--- src/rtl/logic_shift_unit_seq_pkg.sv ---
// Shared op codes, FSM state type and op-class helper for the sequential logic/shift ALU slice.
package logic_shift_unit_seq_pkg;

  localparam logic [3:0] ALU_AND  = 4'd0;
  localparam logic [3:0] ALU_OR   = 4'd1;
  localparam logic [3:0] ALU_NOT  = 4'd2;
  localparam logic [3:0] ALU_NEG  = 4'd3;
  localparam logic [3:0] ALU_SHR  = 4'd4;
  localparam logic [3:0] ALU_SHRA = 4'd5;
  localparam logic [3:0] ALU_SHL  = 4'd6;
  localparam logic [3:0] ALU_ROL  = 4'd7;
  localparam logic [3:0] ALU_ROR  = 4'd8;

  typedef enum logic {
    ST_IDLE = 1'b0,
    ST_EXEC = 1'b1
  } state_t;

  // Ops that iterate one bit per clock; everything else commits after one edge.
  function automatic logic is_shift_op(input logic [3:0] op);
    return (op >= ALU_SHR) && (op <= ALU_ROR);
  endfunction

endpackage

--- src/rtl/logic_shift_unit_seq_shift_step.sv ---
// Combinational one-bit shift/rotate step on the {hi,lo} working pair.
module logic_shift_unit_seq_shift_step
  import logic_shift_unit_seq_pkg::*;
#(
  parameter int WIDTH = 32
) (
  input  logic [3:0]       op,
  input  logic [WIDTH-1:0] hi,
  input  logic [WIDTH-1:0] lo,
  output logic [WIDTH-1:0] hi_next,
  output logic [WIDTH-1:0] lo_next
);

  always_comb begin
    hi_next = hi;
    lo_next = lo;
    unique case (op)
      ALU_SHR:  lo_next = {1'b0, lo[WIDTH-1:1]};
      ALU_SHRA: lo_next = {lo[WIDTH-1], lo[WIDTH-1:1]};
      // SHL spills the outgoing MSB into the LSB of the high word
      ALU_SHL: begin
        hi_next = {hi[WIDTH-2:0], lo[WIDTH-1]};
        lo_next = {lo[WIDTH-2:0], 1'b0};
      end
      ALU_ROL:  lo_next = {lo[WIDTH-2:0], lo[WIDTH-1]};
      ALU_ROR:  lo_next = {lo[0], lo[WIDTH-1:1]};
      default: ;
    endcase
  end

endmodule

--- src/rtl/logic_shift_unit_seq.sv ---
// Multi-cycle ALU slice: single-edge logic ops, bit-serial shifts/rotates, start/busy/done handshake.
module logic_shift_unit_seq
  import logic_shift_unit_seq_pkg::*;
#(
  parameter int WIDTH   = 32,
  parameter int SHAMT_W = $clog2(WIDTH)
) (
  input  logic             clock,
  input  logic             clear,
  input  logic             start,
  input  logic [3:0]       op,
  input  logic [WIDTH-1:0] x,
  input  logic [WIDTH-1:0] y,
  output logic             busy,
  output logic             done,
  output logic             err,
  output logic [WIDTH-1:0] Zlow,
  output logic [WIDTH-1:0] Zhigh,
  output state_t           dbg_state
);

  state_t             state, state_next;
  logic [3:0]         op_r;
  logic [WIDTH-1:0]   y_r, hi_r, lo_r;
  logic [WIDTH-1:0]   hi_step, lo_step;
  logic [WIDTH-1:0]   res_lo, res_hi;
  logic               res_err;
  logic [SHAMT_W-1:0] cnt;

  assign dbg_state = state;

  logic_shift_unit_seq_shift_step #(.WIDTH(WIDTH)) u_step (
    .op      (op_r),
    .hi      (hi_r),
    .lo      (lo_r),
    .hi_next (hi_step),
    .lo_next (lo_step)
  );

  always_ff @(posedge clock) begin
    if (!clear) state <= ST_IDLE;
    else        state <= state_next;
  end

  always_comb begin
    state_next = state;
    unique case (state)
      ST_IDLE: if (start) state_next = ST_EXEC;
      ST_EXEC: if (cnt == '0) state_next = ST_IDLE;
      default: state_next = ST_IDLE;
    endcase
  end

  // lo_r holds the captured x for logic ops and the shifting value for shift ops.
  always_comb begin
    res_lo  = '0;
    res_hi  = '0;
    res_err = 1'b0;
    unique case (op_r)
      ALU_AND: res_lo = lo_r & y_r;
      ALU_OR:  res_lo = lo_r | y_r;
      ALU_NOT: res_lo = ~y_r;
      ALU_NEG: res_lo = ~y_r + 1'b1;
      ALU_SHR, ALU_SHRA, ALU_SHL, ALU_ROL, ALU_ROR: begin
        res_lo = lo_r;
        res_hi = hi_r;
      end
      default: res_err = 1'b1;
    endcase
  end

  always_ff @(posedge clock) begin
    if (!clear) begin
      busy  <= 1'b0;
      done  <= 1'b0;
      err   <= 1'b0;
      Zlow  <= '0;
      Zhigh <= '0;
      op_r  <= '0;
      y_r   <= '0;
      hi_r  <= '0;
      lo_r  <= '0;
      cnt   <= '0;
    end else begin
      done <= 1'b0;
      err  <= 1'b0;
      unique case (state)
        ST_IDLE: begin
          if (start) begin
            op_r <= op;
            y_r  <= y;
            lo_r <= x;
            hi_r <= '0;
            cnt  <= is_shift_op(op) ? y[SHAMT_W-1:0] : '0;
            busy <= 1'b1;
          end
        end
        ST_EXEC: begin
          if (cnt != '0) begin
            hi_r <= hi_step;
            lo_r <= lo_step;
            cnt  <= cnt - 1'b1;
          end else begin
            Zlow  <= res_lo;
            Zhigh <= res_hi;
            err   <= res_err;
            done  <= 1'b1;
            busy  <= 1'b0;
          end
        end
        default: ;
      endcase
    end
  end

endmodule

--- config.mk ---
export PLATFORM = sky130hd
export DESIGN_NAME = logic_shift_unit_seq
export DESIGN_NICKNAME = d
export VERILOG_FILES = /design/src/rtl/logic_shift_unit_seq_pkg.sv /design/src/rtl/logic_shift_unit_seq_shift_step.sv /design/src/rtl/logic_shift_unit_seq.sv
export SDC_FILE = /design/constraint.sdc
export NUM_CORES = 1
export LEC_CHECK = 0
export CORE_MARGIN = 4
export CORE_UTILIZATION = 40
export DETAILED_ROUTE_END_ITERATION = 12
export GPL_TIMING_DRIVEN = 1
export SETUP_SLACK_MARGIN = 0.02
export SYNTH_ARGS = -nofsm -noshare
export SYNTH_HDL_FRONTEND = slang
export SYNTH_SLANG_ARGS = --single-unit
--- constraint.sdc ---
create_clock -name clock -period 4.85 [get_ports clock]
set_input_delay 0.485 -clock clock [delete_from_list [all_inputs] [get_ports clock]]
set_output_delay 0.485 -clock clock [all_outputs]
set_load 0.03 [all_outputs]
==> flow_summary.html <==
<table>
<tr><th>Metric</th><th>Value</th></tr>
<tr><th colspan="2">Worst setup path</th></tr>
<tr><td>Required time at the worst-slack endpoint</td><td>5.21 ns</td></tr>
<tr><td>R2R Setup Slk</td><td>1.85 ns</td></tr>
<tr><td>Signal arrival time at the worst endpoint</td><td>3.36 ns</td></tr>
<tr><td>Critical-path cell with the highest stage delay</td><td>sky130_fd_sc_hd__dfxtp_1</td></tr>
<tr><td>Crit path cell chain</td><td>nor4bb_1 &gt; buf_4 &gt; nand4_1 &gt; a221oi_1 &gt; a21oi_1 &gt; o31ai_1</td></tr>
<tr><td>Largest driver fanout on the critical path</td><td>18</td></tr>
<tr><td>Crit Path Class</td><td>register to register</td></tr>
<tr><td>Crit path capture type</td><td>register</td></tr>
<tr><td>Number of cells on the worst reg-to-reg path</td><td>6</td></tr>
<tr><td>Reg2Reg Launch Point</td><td>op_r[1]$_SDFFE_PN0P_</td></tr>
<tr><td>Launching instance or port of the critical path</td><td>op_r[1]$_SDFFE_PN0P_</td></tr>
<tr><td>FF-to-FF End</td><td>Zlow[14]$_SDFFE_PN0P_</td></tr>
<tr><td>Stage delay of the slowest cell on the critical path</td><td>0.78 ns</td></tr>
<tr><td>Capturing element of the worst setup path</td><td>Zlow[14]$_SDFFE_PN0P_</td></tr>
<tr><td>Setup crit start kind</td><td>register</td></tr>
<tr><th colspan="2">STA</th></tr>
<tr><td>Worst setup skew after layout</td><td>between 0.01 and 0.015 ns</td></tr>
<tr><td>Final hold slack</td><td>roughly 0.47 ns</td></tr>
<tr><td>Number of failing setup endpoints in the final timing report</td><td>0</td></tr>
<tr><td>Pin slew with the least headroom to its limit</td><td>approximately 1.1 ns</td></tr>
<tr><td>Final Worst Setup Slack</td><td>1.85 ns</td></tr>
<tr><td>Number of max-slew violations in the final report</td><td>0</td></tr>
<tr><td>Max Fclk</td><td>approximately 0.33 GHz</td></tr>
<tr><td>Final worst path period need</td><td>3.00 ns</td></tr>
<tr><td>Relative slew margins</td><td>between 20% and 30%</td></tr>
<tr><td>Unrepaired setup endpoints after global routing</td><td>false</td></tr>
<tr><td>Period utilisation layout</td><td>approximately three fifths</td></tr>
<tr><td>Setup TNS</td><td>0 ns</td></tr>
<tr><td>Final hold violations</td><td>0</td></tr>
<tr><th colspan="2">Synthesis</th></tr>
<tr><td>FF+latch count, synth</td><td>173</td></tr>
<tr><td>Compound-Gate Fraction of Synth Area</td><td>27.5%</td></tr>
<tr><td>Count of mapped cells out of synthesis</td><td>1090</td></tr>
<tr><td>Multiplexer fraction of the synthesized cell area</td><td>about 3.6%</td></tr>
<tr><td>Xor-xnor portion of the synthesized cell area</td><td>under 10%</td></tr>
<tr><td>Post-Synthesis Mean Instance Area</td><td>~8 sq um</td></tr>
<tr><td>Dominant cells by area after synthesis</td><td>sky130_fd_sc_hd__dfxtp_1 (40%), sky130_fd_sc_hd__nand2_1 (10%), sky130_fd_sc_hd__a21oi_1 (7.4%)</td></tr>
<tr><td>Simple-gate share of the synthesized area</td><td>a little over a fifth</td></tr>
<tr><td>Primary FF master, synth</td><td>sky130_fd_sc_hd__dfxtp_1</td></tr>
<tr><td>Proportion of netlist area held by the largest area contributor</td><td>about 40%</td></tr>
<tr><td>Most repeated cell in the gate-level netlist after synthesis</td><td>sky130_fd_sc_hd__nand2_1</td></tr>
<tr><td>Number of enable flip-flop cells after synthesis</td><td>0</td></tr>
<tr><td>Post-synth ARST share</td><td>0%</td></tr>
<tr><td>Main combinational cell family by area after synthesis</td><td>compound AO/OA/AOI/OAI gates</td></tr>
<tr><td>Warning count from the yosys run</td><td>0</td></tr>
<tr><td>Most area-hungry cell type in the Yosys netlist</td><td>sky130_fd_sc_hd__dfxtp_1</td></tr>
<tr><td>Commonest cells in the netlist</td><td>sky130_fd_sc_hd__nand2_1 (229), sky130_fd_sc_hd__dfxtp_1 (173), sky130_fd_sc_hd__a21oi_1 (127)</td></tr>
<tr><td>Area share of fa/ha/maj cells after synthesis</td><td>less than 1%</td></tr>
<tr><td>Number of nets produced by synthesis</td><td>between 1000 and 1500</td></tr>
<tr><td>Sequential-to-total area share from yosys stat</td><td>about two fifths</td></tr>
<tr><td>Mapped cell area</td><td>8560 sq um</td></tr>
<tr><td>Number of library cell types mapped by synthesis</td><td>62</td></tr>
<tr><th colspan="2">Power and ir drop</th></tr>
<tr><td>Power per cell area</td><td>around 360 nW/um^2</td></tr>
<tr><td>Overall power</td><td>around 0.0039 W</td></tr>
<tr><td>Max rail drop VDD</td><td>between 0.2 and 0.25 mV</td></tr>
<tr><td>Net switching fraction of the power</td><td>33.4%</td></tr>
<tr><td>Cell internal pwr</td><td>around 0.0026 W</td></tr>
<tr><td>Switching power of the nets</td><td>0.00129 W</td></tr>
<tr><td>Clk network pwr share</td><td>about 38%</td></tr>
<tr><td>Static power due to leakage</td><td>~3.8 nW</td></tr>
<tr><td>Share of total power in combinational logic</td><td>approximately a fifth</td></tr>
<tr><td>Relative contribution of sequential cells to total power</td><td>around 43%</td></tr>
<tr><th colspan="2">Global route</th></tr>
<tr><td>Largest net degree at the start of global routing</td><td>63</td></tr>
<tr><td>First-pass GRT wire length</td><td>43600 um</td></tr>
<tr><td>Initial antenna violation count</td><td>0</td></tr>
<tr><td>Via count of the first global-routing pass</td><td>just under 8000</td></tr>
<tr><td>Total grt overflow</td><td>0</td></tr>
<tr><td>Overall fraction of global-route tracks in use</td><td>a little under a quarter</td></tr>
<tr><th colspan="2">Cells and area</th></tr>
<tr><td>Number of standard cells in the final layout excluding fillers</td><td>about 1500</td></tr>
<tr><td>Area grow syn2layout</td><td>25.5%</td></tr>
<tr><td>Antenna diode count</td><td>0</td></tr>
<tr><td>Share of post-route cells with drive strength above 1</td><td>between 6 and 7%</td></tr>
<tr><td>Number of nets in the layout</td><td>1250</td></tr>
<tr><th colspan="2">Routing</th></tr>
<tr><td>DR WL/cell</td><td>approximately 19 um</td></tr>
<tr><td>Final routed wirelength across all metal layers</td><td>27500 um</td></tr>
<tr><td>Number of search-and-repair iterations in the first detailed-routing pass</td><td>5</td></tr>
<tr><td>Mean number of vias per cell</td><td>about 5.8</td></tr>
<tr><td>DRT iter0 DRCs</td><td>about 730</td></tr>
<tr><td>Antenna violation net count after detailed routing</td><td>0</td></tr>
<tr><td>Number of vias in the routed layout</td><td>~8500</td></tr>
<tr><td>Number of remaining DRC errors</td><td>0</td></tr>
<tr><th colspan="2">CTS</th></tr>
<tr><td>Clock buffer count from CTS</td><td>17</td></tr>
<tr><td>Gates resized, CTS repair</td><td>0</td></tr>
<tr><td>Clock insertion delay at the later pin of the skew report</td><td>~0.45 ns</td></tr>
<tr><td>Hold Buf Count CTS</td><td>0</td></tr>
<tr><td>Root Driver</td><td>sky130_fd_sc_hd__clkbuf_16</td></tr>
<tr><td>Buffers inserted by post-CTS timing repair</td><td>0</td></tr>
<tr><td>Total number of H-tree levels</td><td>4</td></tr>
<tr><td>CTS tree</td><td>built</td></tr>
<tr><td>Register clock-pin slew on the reported worst setup and hold paths</td><td>~0.070 ns</td></tr>
<tr><td>Maximum count of clock buffers along a single path</td><td>2</td></tr>
<tr><td>Clock sink total</td><td>~170</td></tr>
<tr><th colspan="2">Floorplanning</th></tr>
<tr><td>Floorplan die area</td><td>around 24000 sq um</td></tr>
<tr><td>Num ports</td><td>approximately 140</td></tr>
<tr><td>Die W</td><td>between 150 and 200 um</td></tr>
<tr><td>Die height</td><td>around 150 um</td></tr>
<tr><td>Initial core utilization</td><td>between 40 and 50%</td></tr>
<tr><td>Core area</td><td>around 21000 sq um</td></tr>
<tr><td>Site Rows</td><td>53</td></tr>
<tr><th colspan="2">Placed design</th></tr>
<tr><td>Global placer's final weighted congestion</td><td>0.938</td></tr>
<tr><td>Worst setup timing slack at the placement stage</td><td>between 1.5 and 2 ns</td></tr>
<tr><td>Buffers on Ports</td><td>between 100 and 150</td></tr>
<tr><td>Instance count after placement with tap cells included</td><td>between 1000 and 1500</td></tr>
<tr><td>DPL Wire Length</td><td>between 15000 and 20000 um</td></tr>
<tr><th colspan="2">Hold path</th></tr>
<tr><td>Instance count along the most critical hold path</td><td>2</td></tr>
<tr><td>Type of the most critical hold path</td><td>register to register</td></tr>
<tr><th colspan="2">Outcome</th></tr>
<tr><td>Outcome</td><td>completed</td></tr>
<tr><th colspan="2">Job</th></tr>
<tr><td>Count of maximum capacitance violations</td><td>0</td></tr>
</table>
==> metrics by stage <==
step           util [%]  area, sq um
6_report           51.1        10700
5_1_grt            51.1        10700
4_1_cts            51.1        10700
3_5_place_dp       48.2        10100
3_3_place_gp       48.2        10100
2_1_floorplan         -         8560
==> power groups by stage <==
stage,clock (W),combinational (W),sequential (W)
after global routing,0.00155,0.000833,0.00167
after floorplan,0,0.000503,0.00164
final,0.00146,0.000756,0.00165
after CTS,0.00149,0.000755,0.00165
after global placement,0,0.000746,0.00168
after detailed placement,0,0.000751,0.00168
==> routing by layer <==
layer  wire [um]  track usage, %
met2       12800            35.2
met4         685            7.11
met5           0               0
met1       12400            31.2
met3        1580            4.87
==> cell usage in the layout (no fill, tap or decap), types with 5 or more instances in the layout <==
master	netlist	final
sky130_fd_sc_hd__a22o_1	35	35
sky130_fd_sc_hd__inv_1	12	12
sky130_fd_sc_hd__nand3b_1	8	8
sky130_fd_sc_hd__a211oi_1	7	7
sky130_fd_sc_hd__mux2i_1	31	31
sky130_fd_sc_hd__dfxtp_1	173	172
sky130_fd_sc_hd__xor2_1	12	12
sky130_fd_sc_hd__a221oi_1	8	8
sky130_fd_sc_hd__clkdlybuf4s50_1	0	138
sky130_fd_sc_hd__nor4_1	6	6
sky130_fd_sc_hd__nand3_1	52	52
sky130_fd_sc_hd__o211ai_1	49	49
sky130_fd_sc_hd__o21bai_1	6	6
sky130_fd_sc_hd__a31oi_1	6	5
sky130_fd_sc_hd__nand2_1	229	229
sky130_fd_sc_hd__o21a_1	6	6
sky130_fd_sc_hd__or4_1	6	6
sky130_fd_sc_hd__a22oi_1	16	16
sky130_fd_sc_hd__or3_1	6	6
sky130_fd_sc_hd__nand4_1	6	6
sky130_fd_sc_hd__inv_8	0	5
sky130_fd_sc_hd__o31ai_1	7	7
sky130_fd_sc_hd__buf_4	0	20
sky130_fd_sc_hd__nor3_1	23	23
sky130_fd_sc_hd__o21ai_0	67	66
sky130_fd_sc_hd__nor2_1	29	29
sky130_fd_sc_hd__a21oi_1	127	124
sky130_fd_sc_hd__a32oi_1	6	6
sky130_fd_sc_hd__clkbuf_16	0	17
==> worst min-delay path by stage <==
stage | to | start
6_report | hi_r[30]$_SDFFE_PN0P_ | hi_r[30]$_SDFFE_PN0P_
5_1_grt | hi_r[0]$_SDFFE_PN0P_ | hi_r[0]$_SDFFE_PN0P_
4_1_cts | hi_r[30]$_SDFFE_PN0P_ | hi_r[30]$_SDFFE_PN0P_
3_5_place_dp | Zlow[4]$_SDFFE_PN0P_ | Zlow[4]$_SDFFE_PN0P_
3_3_place_gp | hi_r[31]$_SDFFE_PN0P_ | hi_r[31]$_SDFFE_PN0P_
2_1_floorplan | hi_r[31]$_SDFFE_PN0P_ | hi_r[31]$_SDFFE_PN0P_
==> logic make-up after synthesis <==
group,Yosys count
compound gates,366
xor+xnor,15
fa+ha+maj,3
buf+inv,104
flops,173
mux,31
simple gates,398
==> critical path, delay by kind of cell, from the launching register on <==
kind	cells	cell delay [ns]
buf+inv	1	0.28
flops	1	0.78
compound gates	3	0.62
simple gates	2	1.24
==> flip-flops by register name, indices dropped and copies added (netlist names) <==
| register | flops |
|---|---|
| Zhigh | 32 |
| Zlow | 32 |
| busy | 1 |
| cnt | 5 |
| dbg_state | 1 |
| done | 1 |
| err | 1 |
| hi_r | 32 |
| lo_r | 32 |
| op_r | 4 |
| y_r | 32 |
==> final cells by class <==
cell class              count  area, sq um
inverters                  13         48.8
well taps                 275          344
flip-flops and latches    173         3470
multi-input cells         813         4730
repair buffers            158         1530
fillers                  2067        10300
clock inverters            15          199
clock buffers              17          425
Power figures use the tool's default switching activity.
